## config.mk

```make
export PLATFORM = sky130hd
export DESIGN_NAME = hnf_rxreq_lcrd_ctrl
export DESIGN_NICKNAME = d
export VERILOG_FILES = /design/src/rtl/hnf_rxreq_lcrd_ctrl.sv
export SDC_FILE = /design/constraint.sdc
export NUM_CORES = 1
export LEC_CHECK = 0
export ABC_AREA = 1
export CAP_MARGIN = 20
export CORE_MARGIN = 4
export CORE_UTILIZATION = 60
export CTS_CLUSTER_SIZE = 16
export DETAILED_ROUTE_END_ITERATION = 16
export DONT_BUFFER_PORTS = 1
export GPL_TIMING_DRIVEN = 0
export HOLD_SLACK_MARGIN = 0.05
export PLACE_DENSITY = 0.76
export SLEW_MARGIN = 20
export SYNTH_ARGS = -nofsm -noshare
export SYNTH_HDL_FRONTEND = slang
export SYNTH_SLANG_ARGS = --single-unit
```

## constraint.sdc

```tcl
create_clock -name clock -period 3 [get_ports clock]
set_input_delay 0.3 -clock clock [delete_from_list [all_inputs] [get_ports clock]]
set_output_delay 0.3 -clock clock [all_outputs]
set_load 0.01 [all_outputs]
```

## src/rtl/hnf_rxreq_lcrd_ctrl.sv

```systemverilog
// CHI HNF RXREQ link-layer controller: receiver link activation handshake, L-credit
// issue gated by posq space, credit/occupancy tracking and sticky protocol-error flag.
module hnf_rxreq_lcrd_ctrl #(
   parameter  int unsigned NUM_CREDITS = 4,
   localparam int unsigned CW          = $clog2(NUM_CREDITS + 1)
) (
   input  logic          clock,
   input  logic          reset,
   input  logic          RXLINKACTIVEREQ,
   output logic          RXLINKACTIVEACK,
   input  logic          RXREQFLITV,
   input  logic          rxreq_flit_is_lcrdret,
   output logic          RXREQLCRDV,
   output logic          rxreq_recv_en,
   input  logic          rxreq_posq_pop,
   output logic [CW-1:0] lcrd_outstanding,
   output logic [CW-1:0] posq_occupancy,
   output logic          proto_err
);

   typedef enum logic [1:0] {StStop, StRun, StDeact} state_e;

   localparam logic [CW:0] MaxCnt = (CW+1)'(NUM_CREDITS);

   state_e        r_state, w_state_d;
   logic [CW-1:0] r_out, r_occ, w_out_d, w_occ_d;
   logic          r_lcrdv, w_lcrdv_d;
   logic          r_ack, r_err;
   logic          w_cons, w_recv, w_err_evt;
   logic [CW:0]   w_out_inc, w_occ_inc, w_out_net, w_occ_net, w_total;

   // Counter next-state; saturation at 0/NUM_CREDITS only matters on protocol errors.
   always_comb begin
      w_cons    = RXREQFLITV & (r_state != StStop);
      w_recv    = w_cons & ~rxreq_flit_is_lcrdret;
      w_err_evt = (RXREQFLITV & (r_state == StStop))
                | (RXREQFLITV & (r_out == '0) & ~r_lcrdv)
                | (rxreq_posq_pop & (r_occ == '0));
      w_out_inc = {1'b0, r_out} + {{CW{1'b0}}, r_lcrdv};
      w_occ_inc = {1'b0, r_occ} + {{CW{1'b0}}, w_recv};
      w_out_net = (w_cons && (w_out_inc == '0)) ? '0 : w_out_inc - {{CW{1'b0}}, w_cons};
      w_occ_net = (rxreq_posq_pop && (w_occ_inc == '0)) ? '0
                : w_occ_inc - {{CW{1'b0}}, rxreq_posq_pop};
      w_out_d   = (w_out_net > MaxCnt) ? MaxCnt[CW-1:0] : w_out_net[CW-1:0];
      w_occ_d   = (w_occ_net > MaxCnt) ? MaxCnt[CW-1:0] : w_occ_net[CW-1:0];
      w_total   = {1'b0, w_out_d} + {1'b0, w_occ_d};
   end

   always_comb begin
      w_state_d = r_state;
      unique case (r_state)
         StStop:  if (RXLINKACTIVEREQ)  w_state_d = StRun;
         StRun:   if (!RXLINKACTIVEREQ) w_state_d = StDeact;
         StDeact: if (w_out_d == '0)    w_state_d = StStop;
         default: w_state_d = StStop;
      endcase
      // Credits start only once ACK is already visible and stop on the edge leaving RUN.
      w_lcrdv_d = (r_state == StRun) && (w_state_d == StRun) && (w_total < MaxCnt);
   end

   always_ff @(posedge clock) begin
      if (reset) begin
         r_state <= StStop;
         r_out   <= '0;
         r_occ   <= '0;
         r_lcrdv <= 1'b0;
         r_ack   <= 1'b0;
         r_err   <= 1'b0;
      end else begin
         r_state <= w_state_d;
         r_out   <= w_out_d;
         r_occ   <= w_occ_d;
         r_lcrdv <= w_lcrdv_d;
         r_ack   <= (w_state_d != StStop);
         r_err   <= r_err | w_err_evt;
      end
   end

   assign RXLINKACTIVEACK  = r_ack;
   assign RXREQLCRDV       = r_lcrdv;
   assign rxreq_recv_en    = w_recv;
   assign lcrd_outstanding = r_out;
   assign posq_occupancy   = r_occ;
   assign proto_err        = r_err;

endmodule

```

Yosys cells after proc, flatten, opt, wreduce, memory -nomap -nowiden
Index checks and enable logic that the tools add are counted.
{ "totals": {"regBits": 11, "in_bits": 6} }
{ "classes": {"magnitude_cmp": 3, "n_eq_ne": 3, "n_mux": 8, "bitwise_logic": 11, "n_reduce_logical": 12, "addsub": 5} }
{ "ops": {"columns": ["cell", "n"], "rows": [
  ["$logic_not A3 Y1", 3],
  ["$add A3 B1 Y4", 2],
  ["$gt A4 B3 Y1 const B", 2],
  ["$logic_not A4 Y1", 2],
  ["$mux W4", 2],
  ["$sub A4 B1 Y4", 2],
  ["$and A1 B1 Y1", 6],
  ["$mux W2", 3],
  ["$mux W3", 2],
  ["$pmux W2 S3", 1],
  ["$add A3 B3 Y4", 1],
  ["$eq A2 B1 Y1 const B", 2],
  ["$logic_and A1 B1 Y1", 4],
  ["$lt A4 B3 Y1 const B", 1],
  ["$reduce_bool A2 Y1", 2],
  ["$or A1 B1 Y1", 3],
  ["$eq A2 B2 Y1 const B", 1],
  ["$logic_not A2 Y1", 1],
  ["$not A1 Y1", 2]
]} }

Logic depth before layout (Yosys ltp)
Gate-level depths: netlist (run 1).
{ "depth": {"depth_word": 12, "ltp_mapped": 17, "mapped_depth_nobuf": 17} }

Least setup slack after synthesis (run 1)
OpenSTA, ideal clock, no wires.
{ "synth_path": {"kind": "flip-flop to flip-flop", "from": "register r_state[1]", "to": "register r_lcrdv (netlist: RXREQLCRDV)", "t_required_ns": 2.930, "path_stages_with_launch": 17, "path_slack_ns": 0.378, "setup_ns": 0.070, "arrival_ns": 2.552, "path_cell_list": "dfxtp_1 -> inv_2 -> nand2_1 -> inv_1 -> nor3_1 -> ha_1 -> ha_1 -> inv_1 -> nand4_1 -> xnor2_1 -> nand2_1 -> nand2_1 -> inv_1 -> ha_1 -> nor4_1 -> nand2_1 -> a21oi_1"} }
{ "synth_between": {"elab_chain_len": 12, "word_cells_on_any_way": 28, "cone_classes": "4 x add/sub; 3 x order compare; 3 x eq/ne; 8 x mux; 2 x bitwise; 8 x reduce/logical"} }
{ "synth_lines": {"columns": ["element", "line", "text"], "rows": [
  ["start, declared", "25", "state_e r_state, w_state_d;"],
  ["start signal, assigned", "63", "r_state <= StStop;"],
  ["start signal, assigned", "70", "r_state <= w_state_d;"],
  ["$reduce_bool A2 Y1 (*)", "34", "w_cons = RXREQFLITV & (r_state != StStop);"],
  ["$and A1 B1 Y1 (*)", "34", null],
  ["$and A1 B1 Y1 (*)", "35", "w_recv = w_cons & ~rxreq_flit_is_lcrdret;"],
  ["net rxreq_recv_en", "14", "output logic rxreq_recv_en,"],
  ["$add A3 B1 Y4 (*)", "40", "w_occ_inc = {1'b0, r_occ} + {{CW{1'b0}}, w_recv};"],
  ["parallel branches: the longest is 2 deep, another holds $sub A4 B1 Y4", null, null],
  ["$mux W4 (*)", "42", "w_occ_net = (rxreq_posq_pop && (w_occ_inc == '0)) ? '0"],
  ["$gt A4 B3 Y1", "45", "w_occ_d = (w_occ_net > MaxCnt) ? MaxCnt[CW-1:0] : w_occ_net[CW-1:0];"],
  ["$mux W3 (*)", "45", null],
  ["net w_occ_d[2]", "26", "logic [CW-1:0] r_out, r_occ, w_out_d, w_occ_d;"],
  ["$add A3 B3 Y4 (*)", "46", "w_total = {1'b0, w_out_d} + {1'b0, w_occ_d};"],
  ["$lt A4 B3 Y1 (*)", "58", "w_lcrdv_d = (r_state == StRun) && (w_state_d == StRun) && (w_total < MaxCnt);"],
  ["$logic_and A1 B1 Y1 (*)", "58", null],
  ["end signal, assigned", "73", "r_lcrdv <= w_lcrdv_d;"],
  ["end, declared", "27", "logic r_lcrdv, w_lcrdv_d;"]
]} }
Mark *: on every way through the listed nets, which the timed path passes.
A chain may end at the register's enable or synchronous reset.

Worst setup path after layout (run 1)
Same ends and word-level chain as after synthesis.

==> out/qor.csv, run 1 <==
stage,metric,value,unit
route,via_per_inst,5.12,
setup_path,crit_path_end_kind,flop,
sta,setup_violations,0,
placement,placed_area,801,µm²
setup_path,slowest_stage,dfxtp_1,
cells_and_area,nFillCells,108,
sta,finalClockSkew,3.71,ps
route,ant_nets,0,
global_route,grt-ovfl-total,0,
clock_network,clk_latency,260,ps
pwr,ir_drop,442,µV
floorplan,die_w,44.1,µm
route,vias,681,
clock_network,post_cts_resized,0,
route,avgRoutedWirePerCell,10.4,µm
synth,synth_cells,115,
global_route,grt_max_degree,10,
status,status,"finished, final reports clean",
floorplan,core_area,1170,µm²
setup_path,cp.required,3200,ps
floorplan,rows,12,
route,dr_wl_met3,61,µm
pwr,p_per_area,559,nW/µm²
route,drc,0,
route,wl_met1,639,µm
setup_path,critPathBufInv,4,
global_route,grt_pass1_vias,620,
synth,yosysUniqueCellTypes,19,
floorplan,dieArea,1950,µm²
setup_path,cp.arrival,2890,ps
setup_path,crit_family,adder cells,
setup_path,critPathLaunchType,flop,
clock_network,path_clk_slew,70,ps
clock_network,cts-buffers-inserted,3,
sta,period_minus_slack,2700,ps
setup_path,path_max_fanout,4,
global_route,grt_pass1_wl,2390,µm
setup_path,reg2reg_from,r_state[1],
route,routed_wl,1380,µm
sta,rsz0062_at_grt,no,
cells_and_area,area_delta_synth_final,8.15,%
cells_and_area,n_antenna_cell,0,
clock_network,clock-root-buffer,clkbuf_4,
global_route,grtUsageTotal,16.1,%
synth,synth_warnings,0,
cells_and_area,drive_gt1_share,15.1,%
sta,fmax,371,MHz
global_route,antenna_found_initial,0,
route,routed.top_layer,met4,
synth,yosysSeqAreaShare,28.1,%
synth,yosys_register_bits,11,
clock_network,cts_tree,yes,
sta,slew_headroom,74.6,%
worst_hold_path,hp-start,RXLINKACTIVEREQ,
run,maxCapViolCount,0,
floorplan,dieHeight,44.1,µm
placement,dp_hpwl,1190,µm
route,first_pass_iters,4,
pwr,finalPower,0.473,mW
setup_path,path_cells,inv_2 -> nand2_1 -> inv_1 -> nor3_4 -> ha_1 -> ha_1 -> inv_1 -> ha_1 -> xnor2_1 -> nand2_1 -> nand2_1 -> inv_1 -> ha_1 -> nor4_1 -> nand2_1 -> a21oi_1,
synth,synth_area,783,µm²
route,met2_length,658,µm
worst_hold_path,hp-class,input port to flop,
clock_network,clockBufferDepth,2,
clock_network,cts_hold_buf,0,
placement,place_congestion,0.774,
synth,syn_area_per_cell,6.81,µm²
pwr,p_leak,0.455,nW
sta,fin_crit_sh,89.9,%
setup_path,crit_start,r_state[1],
cells_and_area,fin_util,72.3,%
route,drtIter0Drc,8,
sta,hold_viol,0,
setup_path,cp_slowest_stage_delay,320,ps
sta,tns,0,ps
sta,worstMarginPinSlew,381,ps
clock_network,htreeDepth,1,
clock_network,clock_sinks,11,
floorplan,start_util,66.9,%
placement,io_buffers,0,
clock_network,post-cts-setup-buffers,0,
cells_and_area,layout.nets,136,
setup_path,setup.worst_path.class,flop to flop,
synth,synth_nets,131,
sta,slew_viol_final,0,
floorplan,io_pins,16,
cells_and_area,stdcell_area,847,µm²
## cells in the mapped netlist
| cell type | n | area share [%] |
|---|---|---|
| inv_1 | 20 | 9.6 |
| nor2_2 | 1 | 0.80 |
| nand4_1 | 1 | 0.80 |
| ha_1 | 10 | 16 |
| nor4_1 | 2 | 1.6 |
| clkbuf_1 | 1 | 0.48 |
| nand3_2 | 5 | 6.4 |
| nor2_1 | 16 | 7.7 |
| clkinv_1 | 1 | 0.48 |
| a21oi_1 | 3 | 1.9 |
| nand3_1 | 9 | 5.8 |
| nand2_2 | 3 | 2.4 |
| o21ai_0 | 1 | 0.64 |
| inv_2 | 3 | 1.4 |
| nand2_1 | 20 | 9.6 |
| nor3_1 | 4 | 2.6 |
| or2_1 | 2 | 1.6 |
| dfxtp_1 | 11 | 28 |
| xnor2_1 | 2 | 2.2 |
## cell families (layout without fill, tap and decap cells)
| group | after synthesis | after routing | share of synthesized area, % |
|---|---|---|---|
| simple gates | 63 | 63 | 39.1 |
| buf+inv | 25 | 29 | 12.0 |
| flops | 11 | 11 | 28.1 |
| fa+ha+maj | 10 | 10 | 16.0 |
| compound gates | 4 | 4 | 2.55 |
| xor+xnor | 2 | 2 | 2.24 |
## layout make-up
cell class                 instances  area, µm²  area share [%]
buffer                             1       3.75           0.443
clock buffer                       3       22.5            2.66
clock inverter                     1       5.00           0.591
inverter                          24       90.1            10.6
multi-input combinational         79        488            57.6
sequential                        11        220            26.0
tap                               14       17.5            2.07
## worst register-to-register path, cell delays in order (launching register included)
cell and delay [ps]:
dfxtp_1 320, inv_2 60, nand2_1 70, inv_1 160
nor3_4 70, ha_1 200, ha_1 270, inv_1 60
ha_1 200, xnor2_1 270, nand2_1 130, nand2_1 90
inv_1 50, ha_1 260, nor4_1 250, nand2_1 70
a21oi_1 110
## state kept, by name, summed over array words and instances (netlist names)
| signal | count |
|---|---|
| proto_err | 1 |
| lcrd_outstanding | 3 |
| RXLINKACTIVEACK | 1 |
| posq_occupancy | 3 |
| RXREQLCRDV | 1 |
| r_state | 2 |
## per-stage QoR
step	std cells	setup WS (ps)	hold slack (ps)
4_1_cts	133	37.3	192
2_1_floorplan	115	378	444
5_1_grt	133	28.5	216
3_3_place_gp	129	82.4	460
6_report	133	303	198
3_5_place_dp	129	72.7	461
## where the power goes
part	switching, mW	total (mW)	internal, mW
Sequential	0.0283	0.194	0.165
Combinational	0.111	0.184	0.0733
Clock	0.0465	0.0957	0.0493
## routing by layer
metal,up-vias,track usage (%)
met4,0,8.43
li1,370,-
met1,291,20.1
met5,-,0
met3,4,2.44
met2,16,26.5
## final timing paths
path / end / slack [ps] / cells after the start
setup reg to reg: RXREQLCRDV / 300 / 16
hold / removal: r_state[0] / 200 / 2
setup / recovery: RXREQLCRDV / 300 / 16
hold reg to reg: r_state[0] / 480 / 1
## placed cells by master (no fill, tap or decap)
cell and n:
nand2_2 3, clkbuf_1 1, nor3_1 3, dfxtp_1 11
clkbuf_4 3, inv_2 3, nand2_1 20, nand4_1 1
nor2_1 16, clkinv_1 1, nand3_2 5, ha_1 10
inv_1 20, a21oi_1 3, o21ai_0 1, nor2_2 1
xnor2_1 1, or2_1 2, clkinv_2 1, nor4_1 2
nor3_4 1, nand3_1 9, xnor2_2 1
(Power assumes the default switching activity.)
==> run 2: changes to the inputs <==
--- a/config.mk
+++ b/config.mk
@@ -7,5 +7,5 @@
 export LEC_CHECK = 0
 export ABC_AREA = 1
-export CAP_MARGIN = 20
+export CAP_MARGIN = 25
 export CORE_MARGIN = 4
 export CORE_UTILIZATION = 60
@@ -16,4 +16,5 @@
 export HOLD_SLACK_MARGIN = 0.05
 export PLACE_DENSITY = 0.76
+export SETUP_SLACK_MARGIN = 0.2
 export SLEW_MARGIN = 20
 export SYNTH_ARGS = -nofsm -noshare
==> constraint.sdc (replaced) <==
create_clock -name clock -period 3 [get_ports clock]
set_input_delay 0.3 -clock clock [delete_from_list [all_inputs] [get_ports clock]]
set_output_delay 0.3 -clock clock [all_outputs]
set_load 0.05 [all_outputs]
==> run 2 against run 1 <==
Effect of this change:
- synthesized cell count unchanged
- synthesized area unchanged
- the flow now stops in 5_1_grt
==> out/qor.csv, run 2 <==
stage,metric,value,unit
synth,synth_top_area_share,28.1,%
synth,async_flop_share,0,%
placement,io_buffers,0,
synth,yosysUniqueCellTypes,19,
placement,dp_hpwl,1220,µm
synth,yosys-top-cells-count,"inv_1 (20), nand2_1 (20), nor2_1 (16), dfxtp_1 (11), ha_1 (10)",
clock_network,cts_hold_buf,0,
synth,synthTopCellsByArea,"dfxtp_1 (28%), ha_1 (16%), inv_1 (9.6%), nand2_1 (9.6%), nor2_1 (7.7%)",
clock_network,clockBufferDepth,2,
synth,synth_nets,131,
synth,synth_cells,115,
global_route,grt_max_degree,10,
floorplan,rows,12,
floorplan,dieHeight,44.1,µm
clock_network,clock_sinks,11,
clock_network,clock-root-buffer,clkbuf_4,
clock_network,htreeDepth,1,
sta,worst_endpoint_kind,register data pin,
synth,yosys_register_bits,11,
status,tool.error,"[ERROR DPL-0038] Utilization greater than 100%, impossible to legalize",
sta,grt-worst-endpoint,RXREQLCRDV$_SDFF_PP0_/D,
floorplan,start_util,66.9,%
placement,dp_cells,129,
status,status,aborted with a tool error,
synth,synth_flop_cell,dfxtp_1,
clock_network,cts-buffers-inserted,3,
synth,syn_area_per_cell,6.81,µm²
synth,synth_warnings,0,
synth,synth-edff-count,0,
placement,place_congestion,0.829,
status,haltStage,5_1_grt,
floorplan,io_pins,16,
synth,yosysSeqAreaShare,28.1,%
floorplan,die_w,44.1,µm
synth,synth_area,783,µm²
synth,yosysTopAreaCell,dfxtp_1,
## run 2: metrics by stage
step           hold WS (ps)  setup TNS (ps)  cell area [µm²]  setup WS, ps  utilization (%)
3_5_place_dp            460           -41.5              812         -41.5             69.3
2_1_floorplan           444               0              795           219                -
4_1_cts                 187               0             1070           171             91.0
3_3_place_gp            460           -11.6              812         -11.6             69.3
## run 2: cell families after synthesis
| kind of cell | share of synthesized area [%] |
|---|---|
| adders and majority gates | 16.0 |
| DFF | 28.1 |
| buffers and inverters | 12.0 |
| and+or+nand+nor | 39.1 |
| xor gates and xnor gates | 2.24 |
| AOI/OAI and AO/OA | 2.55 |
## run 2: what timing repair did
item / 4_1_cts
endpoints found under the hold margin: 0
gates resized for setup: 16
gates cloned: 0
setup buffers: 22
setup endpoints to repair: 1
pin swaps: 9
==> run 3: changes to the inputs <==
- CORE_AREA: unset -> 4 4 65 67
- CORE_MARGIN: 4 -> unset
- CORE_UTILIZATION: 60 -> unset
- CTS_CLUSTER_SIZE: 16 -> unset
- DIE_AREA: unset -> 0 0 69 71
- HOLD_SLACK_MARGIN: 0.05 -> unset
- PLACE_DENSITY: 0.76 -> unset
- PLACE_DENSITY_LB_ADDON: unset -> 0.15
- SETUP_SLACK_MARGIN: 0.2 -> unset
==> run 3 against run 2 <==
Effect of this change:
- the flow now finishes without violations
==> out/qor.csv, run 3 (synthesis gave the netlist of run 1 again) <==
stage,metric,value,unit
clock_network,cts_hold_buf,0,
sta,fmax,357,MHz
clock_network,cts_tree,yes,
global_route,grt_max_degree,10,
sta,slew_viol_final,0,
sta,slew_headroom,53.3,%
clock_network,path_clk_slew,50,ps
route,ant_nets,0,
global_route,antenna_found_initial,0,
cells_and_area,mostFrequentLayoutCells,"inv_1 (19), nand2_1 (19), nor2_1 (16), dfxtp_1 (11), nand3_1 (9)",
sta,setup_violations,0,
placement,dp_hpwl,1520,µm
placement,place_congestion,0.699,
setup_path,crit_family,simple AND/OR/NAND/NOR gates,
setup_path,path_cells,inv_2 -> nand2_2 -> inv_2 -> nor3_4 -> ha_4 -> ha_1 -> inv_1 -> nand4_1 -> xnor2_2 -> nand2_1 -> buf_4 -> nor2_1 -> ha_1 -> nor4_2 -> nand2_1 -> a21oi_1,
route,vias,705,
run,maxCapViolCount,0,
sta,tns,0,ps
setup_path,path_max_fanout,4,
cells_and_area,fin_util,26.7,%
cells_and_area,layout.nets,140,
cells_and_area,layout.cells.non_filler,171,
clock_network,clk_latency,240,ps
route,drtIter0Drc,20,
floorplan,dieHeight,71,µm
worst_hold_path,hp-class,input port to flop,
sta,worstMarginPinSlew,700,ps
status,status,"finished, final reports clean",
floorplan,dieArea,4900,µm²
sta,fin_crit_sh,93.4,%
global_route,grt_pass1_wl,2970,µm
route,first_pass_iters,4,
global_route,grt_pass1_vias,674,
cells_and_area,multi_input_area,519,µm²
clock_network,htreeDepth,1,
floorplan,io_pins,16,
cells_and_area,area_delta_synth_final,23.6,%
pwr,p_per_area,632,nW/µm²
clock_network,clock-root-buffer,clkbuf_8,
floorplan,die_w,69,µm
sta,hold_viol,0,
cells_and_area,n_antenna_cell,0,
setup_path,cp.required,3170,ps
cells_and_area,nFillCells,420,
setup_path,cp.arrival,2970,ps
setup_path,critPathLaunchType,flop,
clock_network,clockBufferDepth,2,
pwr,ir_drop,139,µV
global_route,grtUsageTotal,7.51,%
placement,io_buffers,0,
cells_and_area,drive_gt1_share,22.0,%
clock_network,clock_sinks,11,
floorplan,core_area,3630,µm²
route,routed_wl,1800,µm
setup_path,cp_slowest_stage_delay,500,ps
route,drc,0,
sta,period_minus_slack,2800,ps
setup_path,slowest_stage,nor3_4,
sta,finalClockSkew,2.59,ps
setup_path,crit_path_end_kind,flop,
floorplan,start_util,21.6,%
setup_path,critPathBufInv,4,
placement,dp_cells,163,
setup_path,setup.worst_path.class,flop to flop,
route,via_per_inst,4.12,
global_route,grt-ovfl-total,0,
floorplan,rows,22,
pwr,p_leak,0.481,nW
clock_network,cts-buffers-inserted,3,
route,avgRoutedWirePerCell,10.5,µm
cells_and_area,seq_area,220,µm²
run 3: per-layer routing:
metal / track usage, % / share of wire [%]
met5: 0 / 0
met4: 3.25 / 0.89
met3: 4.55 / 10
met2: 12.6 / 47
met1: 7.50 / 42
run 3: worst paths after layout:
path	slack, ps	endpoint	cells past startpoint	from
setup reg to reg	200	RXREQLCRDV	16	r_state[1]
hold reg to reg	470	r_state[0]	1	r_state[1]
hold / removal	230	r_state[0]	2	RXLINKACTIVEREQ
setup / recovery	200	RXREQLCRDV	16	r_state[1]
run 3: worst reg2reg max path, cell delays in order, from the launching register on:
cell and delay [ps]:
dfxtp_1 340, inv_2 50, nand2_2 70, inv_2 70, nor3_4 500, ha_4 230, ha_1 220, inv_1 100
nand4_1 150, xnor2_2 170, nand2_1 80, buf_4 110, nor2_1 40, ha_1 180, nor4_2 250, nand2_1 70
a21oi_1 110
run 3: what timing repair did:
item,4_1_cts,5_1_grt
endpoints found under the setup margin,1,1
gates cloned,0,0
pin swaps,6,5
gates resized for setup,5,3
buffers inserted,3,1
endpoints found under the hold margin,0,0
run 3: power breakdown:
group          internal, mW  leakage (nW)  switching (mW)
sequential            0.165        0.0905          0.0804
combinational        0.0915         0.368           0.124
clock                0.0935        0.0228          0.0576
run 3: cell type report:
type | count | share of cell area (%)
inverter | 24 | 9.30
tap | 48 | 6.20
timing repair buffer | 4 | 3.10
clock buffer | 4 | 4.65
multi-input combinational | 79 | 53.6
sequential | 11 | 22.7
buffer | 1 | 0.388
run 3: per-stage QoR:
step | cell area (µm²) | hold WS (ps) | setup slack (ps) | total power [mW]
floorplan | 795 | 444 | 219 | 0.396
global placement | 855 | 473 | -84.0 | 0.436
finish | 968 | 234 | 199 | 0.612
global route | 968 | 253 | -4.09 | 0.657
CTS | 950 | 239 | 34.6 | 0.614
detailed placement | 855 | 475 | -73.2 | 0.437
